`src/rtl/product_collector.sv`:
```
// product_collector: reassembles byte-serial products (low byte, then high byte) into a small FIFO
// with a valid/ready output. Optional running-sum accumulator of popped products via PROD_ACC_EN.
module product_collector #(
  parameter int DATA_W = 8,
  parameter int DEPTH  = 4,
  parameter int ACC_W  = 24
) (
  input  logic                    clk,
  input  logic                    rst,
  input  logic [DATA_W-1:0]       data_in,
  input  logic                    lsb_out,
  input  logic                    msb_out,
  output logic [2*DATA_W-1:0]     prod_data,
  output logic                    prod_valid,
  input  logic                    prod_ready,
  output logic [$clog2(DEPTH):0]  fifo_count,
  output logic                    ovf,
  output logic                    seq_err
`ifdef PROD_ACC_EN
  ,
  input  logic                    acc_clr,
  output logic [ACC_W-1:0]        acc_out
`endif
);

  localparam int PTR_W  = $clog2(DEPTH);
  localparam int CNT_W  = PTR_W + 1;
  localparam int PROD_W = 2 * DATA_W;

  if (DEPTH < 2 || (DEPTH & (DEPTH - 1)) != 0 || ACC_W < 1) begin : g_param_check
    $error("product_collector: DEPTH must be a power of two >= 2 and ACC_W >= 1");
  end

  typedef enum logic {
    WAIT_LSB = 1'b0,
    WAIT_MSB = 1'b1
  } state_e;

  state_e              state_q;
  logic [DATA_W-1:0]   low_q;
  logic                seq_err_q;
  logic [PROD_W-1:0]   mem_q [DEPTH];
  logic [PTR_W-1:0]    wr_ptr_q;
  logic [PTR_W-1:0]    rd_ptr_q;
  logic [CNT_W-1:0]    count_q;
  logic [CNT_W-1:0]    count_d;
  logic                ovf_q;

  logic                push_s;
  logic                pop_s;
  logic                full_s;
  logic                wr_s;
  logic                drop_s;

  always_comb begin
    push_s = (state_q == WAIT_MSB) && msb_out && !lsb_out;
    pop_s  = (count_q != {CNT_W{1'b0}}) && prod_ready;
    full_s = (count_q == CNT_W'(DEPTH));
    // A full FIFO still accepts a push when the head leaves in the same cycle.
    wr_s   = push_s && (!full_s || pop_s);
    drop_s = push_s && full_s && !pop_s;
    case ({wr_s, pop_s})
      2'b10:   count_d = count_q + CNT_W'(1);
      2'b01:   count_d = count_q - CNT_W'(1);
      default: count_d = count_q;
    endcase
  end

  always_ff @(posedge clk or posedge rst) begin
    if (rst) begin
      state_q   <= WAIT_LSB;
      low_q     <= {DATA_W{1'b0}};
      seq_err_q <= 1'b0;
    end else begin
      case (state_q)
        WAIT_LSB: begin
          if (lsb_out && msb_out) begin
            seq_err_q <= 1'b1;
          end else if (lsb_out) begin
            low_q   <= data_in;
            state_q <= WAIT_MSB;
          end else if (msb_out) begin
            seq_err_q <= 1'b1;
          end
        end
        WAIT_MSB: begin
          if (lsb_out && msb_out) begin
            seq_err_q <= 1'b1;
          end else if (msb_out) begin
            state_q <= WAIT_LSB;
          end else if (lsb_out) begin
            low_q     <= data_in;
            seq_err_q <= 1'b1;
          end
        end
        default: state_q <= WAIT_LSB;
      endcase
    end
  end

  always_ff @(posedge clk or posedge rst) begin
    if (rst) begin
      for (int i = 0; i < DEPTH; i++) begin
        mem_q[i] <= {PROD_W{1'b0}};
      end
      wr_ptr_q <= {PTR_W{1'b0}};
      rd_ptr_q <= {PTR_W{1'b0}};
      count_q  <= {CNT_W{1'b0}};
      ovf_q    <= 1'b0;
    end else begin
      if (wr_s) begin
        mem_q[wr_ptr_q] <= {data_in, low_q};
        wr_ptr_q        <= wr_ptr_q + PTR_W'(1);
      end
      if (pop_s) begin
        rd_ptr_q <= rd_ptr_q + PTR_W'(1);
      end
      if (drop_s) begin
        ovf_q <= 1'b1;
      end
      count_q <= count_d;
    end
  end

  always_comb begin
    prod_valid = (count_q != {CNT_W{1'b0}});
    if (prod_valid) begin
      prod_data = mem_q[rd_ptr_q];
    end else begin
      prod_data = {PROD_W{1'b0}};
    end
    fifo_count = count_q;
    ovf        = ovf_q;
    seq_err    = seq_err_q;
  end

`ifdef PROD_ACC_EN
  logic [ACC_W-1:0] acc_q;

  // Clear combined with a pop restarts the sum at the popped value.
  always_ff @(posedge clk or posedge rst) begin
    if (rst) begin
      acc_q <= {ACC_W{1'b0}};
    end else if (pop_s && acc_clr) begin
      acc_q <= ACC_W'(prod_data);
    end else if (pop_s) begin
      acc_q <= acc_q + ACC_W'(prod_data);
    end else if (acc_clr) begin
      acc_q <= {ACC_W{1'b0}};
    end
  end

  assign acc_out = acc_q;
`endif

endmodule
```
`config.mk`:
```
export PLATFORM = sky130hd
export DESIGN_NAME = product_collector
export DESIGN_NICKNAME = d
export VERILOG_FILES = /design/src/rtl/product_collector.sv
export SDC_FILE = /design/constraint.sdc
export NUM_CORES = 1
export LEC_CHECK = 0
export ABC_AREA = 1
export BUFFER_PORTS_ARGS = -buffer_cell sky130_fd_sc_hd__buf_2
export CAP_MARGIN = 20
export CORE_MARGIN = 1.5
export CORE_UTILIZATION = 48
export CTS_CLUSTER_SIZE = 20
export DETAILED_ROUTE_END_ITERATION = 6
export HOLD_SLACK_MARGIN = 0.12
export PLACE_DENSITY = 0.67
export REMOVE_ABC_BUFFERS = 1
export SLEW_MARGIN = 20
export SYNTH_ARGS = -nofsm -noshare
export SYNTH_HDL_FRONTEND = slang
export SYNTH_SLANG_ARGS = --single-unit
```
`constraint.sdc`:
```
create_clock -name clk -period 2.7 [get_ports clk]
set_input_delay 0.675 -clock clk [delete_from_list [all_inputs] [get_ports clk]]
set_output_delay 0.675 -clock clk [all_outputs]
set_load 0.05 [all_outputs]
```
==> impl_metrics.tcl, run 1 <==
set metrics [dict create \
    place_congestion 0.768 \
    dp_slack_ps 493 \
    skew_ps 8.21 \
    drc_errors 0 \
    syn-cell-area_sq_um 4260 \
    initial_core_util_pct 49.1 \
    port_buffers 34 \
    root_buffer "clkbuf_8" \
    grt_pass1_vias 3518 \
    r2r_slack_ps 760 \
    finalCritPeriodShare_pct 88.7 \
    drtAntennaViolNets 0 \
    grt_max_degree 53 \
    grt-ovfl-total 0 \
    cts.path.max_buffers 2 \
    vias_per_cell 5.35 \
    hold_path.class "input port to async pin" \
    hpwlAfterDp_mm 6.39 \
    syn2layout_area_growth_pct 10.7 \
    slew_headroom_pct 62.0 \
    vdd_drop_max_v 0.000821 \
    arrival_ps 1720 \
    dieArea_sq_um 9460 \
    finalMaxSlewViolations 0 \
    die_x_um 97.3 \
    ys_types 20 \
    fill_cells 867 \
    core_sq_um 8680 \
    vias 3676 \
    drive_gt1_share_pct 12.6 \
    start_kind "flip-flop" \
    min_period_ps 2400 \
    crit_type "flip-flop to primary output" \
    nNetsFinal 594 \
    drt_first_pass_iters 5 \
    powerDensity_nw_per_um2 1260 \
    worstMarginPinSlew_ps 571 \
    r2r-start "fifo_count[0]" \
    antenna_found_initial 0 \
    cts_buffers 9 \
    clk-insertion-delay-late_ps 340 \
    syn_area_per_cell_sq_um 7.70 \
    track_usage_pct 23.7 \
    cts-htree-levels 3 \
    p_leak_nw 2.58 \
    setup_slack_ps 304 \
    drt_iter0_drc 252 \
    row_count 34 \
    fmax_ghz 0.417 \
    die_h_um 97.3 \
    cts_tree "built" \
    setup.worst_path.start "fifo_count[0]" \
    setup_viol 0 \
    cp-endpoint "prod_data[14]" \
    p_total_mw 5.97 \
    maxCapViolations 0 \
    diodes 0 \
    critical_path.max_fanout 16 \
    clk_pin_slew_ps 80 \
    status "completed" \
    r2r_cells 8 \
    synth-seq-cells 82 \
    drt-total-wl_mm 10.7 \
    final-hold-violation-count 0 \
    worstPathRequired_ps 2030 \
    yosysWarnings 0 \
    utilization_pct 54.4 \
    wire_per_inst_um 15.5 \
    io-pin-count 35 \
    post_cts_buffers 0 \
    end_kind "primary output" \
    r2r_end "fifo_count[1]" \
    rsz0062_at_grt "no" \
    yosysSeqAreaShare_pct 48.1 \
    syn_inst 554 \
    clock-sinks 82 \
    grt_pass1_wl_mm 17.9 \
]
[synth_stat cells]
cell | instances | area, sq um
nand2_1 | 253 | 950
dfrtp_1 | 82 | 2050
nand4_1 | 64 | 400
inv_1 | 47 | 176
nand3_1 | 28 | 140
buf_2 | 20 | 100
a21oi_1 | 17 | 85.1
clkbuf_1 | 15 | 56.3
ha_1 | 5 | 62.6
o21ai_0 | 5 | 25.0
nand3_4 | 4 | 70.1
buf_6 | 3 | 33.8
nor2_2 | 2 | 12.5
xnor2_1 | 2 | 17.5
xor2_1 | 2 | 17.5
buf_4 | 1 | 7.51
fa_1 | 1 | 20.0
nand2_2 | 1 | 6.26
nand2_4 | 1 | 11.3
nor2_8 | 1 | 20.0
[report_power, final]
| group | switching (mW) | internal [mW] |
|---|---|---|
| sequential | 0.273 | 1.68 |
| combinational | 2.21 | 0.809 |
| clock | 0.422 | 0.568 |
| total | 2.91 | 3.06 |
[what timing repair did]
action | CTS | global route
hold buffers | 0 | 0
gates resized for setup | 0 | 1
setup endpoints to repair | 0 | 1
[stage by stage]
stage,area (sq um),TNS [ps],instances,hold slack [ps]
final,4720,0,687,356
after global routing,4720,0,687,392
after CTS,4720,0,687,364
after floorplan,4070,-12410,515,442
after detailed placement,4500,0,672,445
after global placement,4500,0,672,443
[cells by family after synthesis]
kind of cell	synth area share (%)
adder cells (fa/ha/maj)	1.94
XOR/XNOR	0.822
buffers and inverters	8.77
flip-flops	48.1
AND/OR/NAND/NOR	37.8
AO/OA/AOI/OAI	2.58
[final cells by class]
| type | instances | area (sq um) | area share (%) |
|---|---|---|---|
| Multi-Input combinational cell | 386 | 1840 | 38.9 |
| Timing Repair Buffer | 49 | 295 | 6.25 |
| Clock inverter | 2 | 60.1 | 1.27 |
| Sequential cell | 82 | 2050 | 43.5 |
| Inverter | 47 | 181 | 3.84 |
| Clock buffer | 13 | 159 | 3.37 |
| Tap cell | 108 | 135 | 2.86 |
[cells in the final DEF (no fill, tap or decap)]
cell type     n
buf_12        1
nand3_4       4
buf_4        14
fa_1          1
nand2_4       1
nand4_1      64
dfrtp_1      82
ha_1          5
xor2_1        2
clkbuf_8     11
nand3_1      28
clkinv_2      1
nand2_2       1
a21oi_1      17
inv_1        45
clkbuf_1      2
nor2_8        1
o21ai_0       5
nand2_1     253
bufinv_16     2
clkinvlp_4    1
buf_2        34
nor2_2        2
xnor2_1       2
[state kept, by name, summed over array words and instances (netlist names)]
| register | flops |
|---|---|
| fifo_count | 3 |
| low_q | 8 |
| mem_q | 64 |
| ovf | 1 |
| rd_ptr_q | 2 |
| seq_err | 1 |
| state_q | 1 |
| wr_ptr_q | 2 |
[critical path, cell delays in order (launching register included)]
cell and delay [ps]:
dfrtp_1 430, nor2_2 210, nand2_1 100, inv_1 60
buf_4 250, a21oi_1 90, buf_2 220
[per-layer routing]
metal | global-route usage [%] | share of wire (%) | vias up
li1 | - | - | 1821
met1 | 33.7 | 45 | 1737
met2 | 38.0 | 48 | 101
met3 | 3.74 | 5.1 | 17
met4 | 6.59 | 1.2 | 0
met5 | 0 | 0 | -
[how the worst min path moves through the flow]
stage / depth (start not counted) / startpoint / end / slack (ps)
detailed placement: 2 / ovf / ovf / 440
global route: 2 / rst / mem_q[13] / 390
floorplan: 2 / mem_q[32] / mem_q[32] / 440
global placement: 2 / ovf / ovf / 440
CTS: 2 / rst / mem_q[13] / 360
finish: 2 / rst / mem_q[13] / 360
(Power assumes the default switching activity.)
==> run 2, diff against run 1 <==
--- a/config.mk
+++ b/config.mk
@@ -9,11 +9,11 @@
 export BUFFER_PORTS_ARGS = -buffer_cell sky130_fd_sc_hd__buf_2
 export CAP_MARGIN = 20
 export CORE_MARGIN = 1.5
-export CORE_UTILIZATION = 48
+export CORE_UTILIZATION = 35
 export CTS_CLUSTER_SIZE = 20
 export DETAILED_ROUTE_END_ITERATION = 6
 export HOLD_SLACK_MARGIN = 0.12
-export PLACE_DENSITY = 0.67
+export PLACE_DENSITY = 0.51
 export REMOVE_ABC_BUFFERS = 1
 export SLEW_MARGIN = 20
 export SYNTH_ARGS = -nofsm -noshare
==> run 2 against run 1 <==
Compared with the run above:
- clock power increased by 27%
- worst hold slack improved by 55 ps
- flip-flop and latch count unchanged
- non-clock buffer count increased by 5
- sequential power about the same
- maximum frequency increased by 0.18%
- critical endpoint is now prod_data[15]
- largest power group unchanged
==> impl_metrics.tcl, run 2 (same netlist as run 1, synthesis figures left out) <==
set metrics [dict create \
    vias 3670 \
    final_common_cell "nand2_1" \
    start_kind "flip-flop" \
    nNetsFinal 599 \
    crit_path_top_delay_cell "dfrtp_1" \
    core_sq_um 12000 \
    ctsHoldBuffers 0 \
    cts_tree "built" \
    grt_pass1_vias 3603 \
    vdd_drop_max_v 0.000633 \
    diodes 0 \
    drive_gt1_share_pct 13.4 \
    r2r_cells 8 \
    vias_per_cell 5.02 \
    drtAntennaViolNets 0 \
    antenna_found_initial 0 \
    slew_headroom_pct 55.8 \
    drt_first_pass_iters 4 \
    power_frac_seq_pct 31.1 \
    port_buffers 34 \
    final-hold-violation-count 0 \
    die_x_um 113 \
    dpl_cell_area_sq_um 4580 \
    hpwlAfterDp_mm 7.33 \
    final_cell_area_sq_um 4890 \
    utilization_pct 40.9 \
    die_h_um 113 \
    slowest_delay_ps 420 \
    r2r_slack_ps 790 \
    internal-power_mw 3.32 \
    grt_use_met3_pct 3.08 \
    end_kind "primary output" \
    wire_per_inst_um 16.0 \
    drt_iter0_drc 225 \
    root_buffer "clkbuf_16" \
    grt-ovfl-total 0 \
    use_met1_pct 27.9 \
    worstPathRequired_ps 2030 \
    io-pin-count 35 \
    critical_path.max_fanout 16 \
    pwr-share-clk_pct 20.0 \
    clock-sinks 82 \
    finalMaxSlewViolations 0 \
    drt-total-wl_mm 11.7 \
    rsz0062_at_grt "no" \
    skew_ps 5.30 \
    min_period_ps 2390 \
    row_count 40 \
    setup.worst_path.start "fifo_count[0]" \
    largest-register "mem_q" \
    arrival_ps 1720 \
    grt_max_degree 40 \
    final_cell_mix "nand2_1 (253), dfrtp_1 (82), nand4_1 (64), inv_1 (46), buf_2 (34)" \
    grt_pass1_wl_mm 19.5 \
    worstMarginPinSlew_ps 663 \
    place_congestion 0.733 \
    setup_viol 0 \
    crit_type "flip-flop to primary output" \
    clk-insertion-delay-late_ps 330 \
    initial_core_util_pct 35.6 \
    largest_reg_flops 64 \
    finalCritPeriodShare_pct 88.6 \
    clk_pin_slew_ps 60 \
    p_total_mw 6.30 \
    syn2layout_area_growth_pct 14.7 \
    cts_buffers 9 \
    r2r-start "fifo_count[0]" \
    maxCapViolations 0 \
    hold_path.class "input port to async pin" \
    powerDensity_nw_per_um2 1290 \
    post_cts_resized 0 \
    dieArea_sq_um 12900 \
    fmax_ghz 0.418 \
    crit_chain "nor2_2 -> nand2_1 -> inv_1 -> buf_4 -> a21oi_1 -> buf_2" \
    drc_errors 0 \
    combPwrFrac_pct 48.9 \
    status "completed" \
    track_usage_pct 19.6 \
    cts.path.max_buffers 2 \
    switchingPower_mw 2.98 \
    post_cts_buffers 0 \
    p_leak_nw 2.65 \
    cts-htree-levels 3 \
    switching_share_pct 47.3 \
    grt.busiest_layer "met2" \
    r2r_end "fifo_count[1]" \
    use_met2_pct 31.2 \
]
-- run 2: changes by cell type in the layout (fill, tap and decap cells not counted), sizes merged --
cell	change
buf	+5
clkinvlp	-1
inv	+1
clkinv	+1
bufinv	-1
-- run 2: worst max-delay path by stage --
| stage | endpoint | cells after the start |
|---|---|---|
| 2_1_floorplan | prod_data[0] | 4 |
| 3_3_place_gp | mem_q[52] | 6 |
| 3_5_place_dp | mem_q[52] | 6 |
| 4_1_cts | prod_data[15] | 6 |
| 5_1_grt | prod_data[8] | 6 |
| 6_report | prod_data[15] | 6 |
-- run 2: power groups by stage --
stage / combinational [mW] / sequential (mW) / clock [mW]
floorplan: 2.05 / 2.06 / 0
global placement: 3.08 / 1.97 / 0
detailed placement: 3.11 / 1.98 / 0
CTS: 3.13 / 1.96 / 1.29
global route: 3.43 / 2.02 / 1.34
finish: 3.08 / 1.96 / 1.26
-- run 2: area by class of cell --
class	instances	area, sq um
inverters	47	178
flip-flops and latches	82	2050
fillers	1230	7070
repair buffers	54	333
clock inverters	2	35.0
multi-input cells	386	1840
clock buffers	13	270
well taps	147	184
-- run 2: metal layers --
layer,up-vias,wire [um]
met5,-,0
met4,0,115
met3,11,506
met2,75,5450
met1,1754,5610
li1,1830,-
-- run 2: worst max-delay path: cells and delay by family, from the launching register on --
kind	cells	cell delay, ps
buffers and inverters	3	540
flip-flops	1	420
AND/OR/NAND/NOR	2	330
AO/OA/AOI/OAI	1	90
-- run 2: through the flow --
step / hold slack, ps / cells / TNS, ps / setup WS [ps]
floorplan: 442 / 515 / -12410 / -350
global placement: 453 / 716 / 0 / 509
detailed placement: 453 / 716 / 0 / 499
CTS: 433 / 731 / 0 / 270
global route: 471 / 731 / 0 / 171
finish: 411 / 731 / 0 / 309
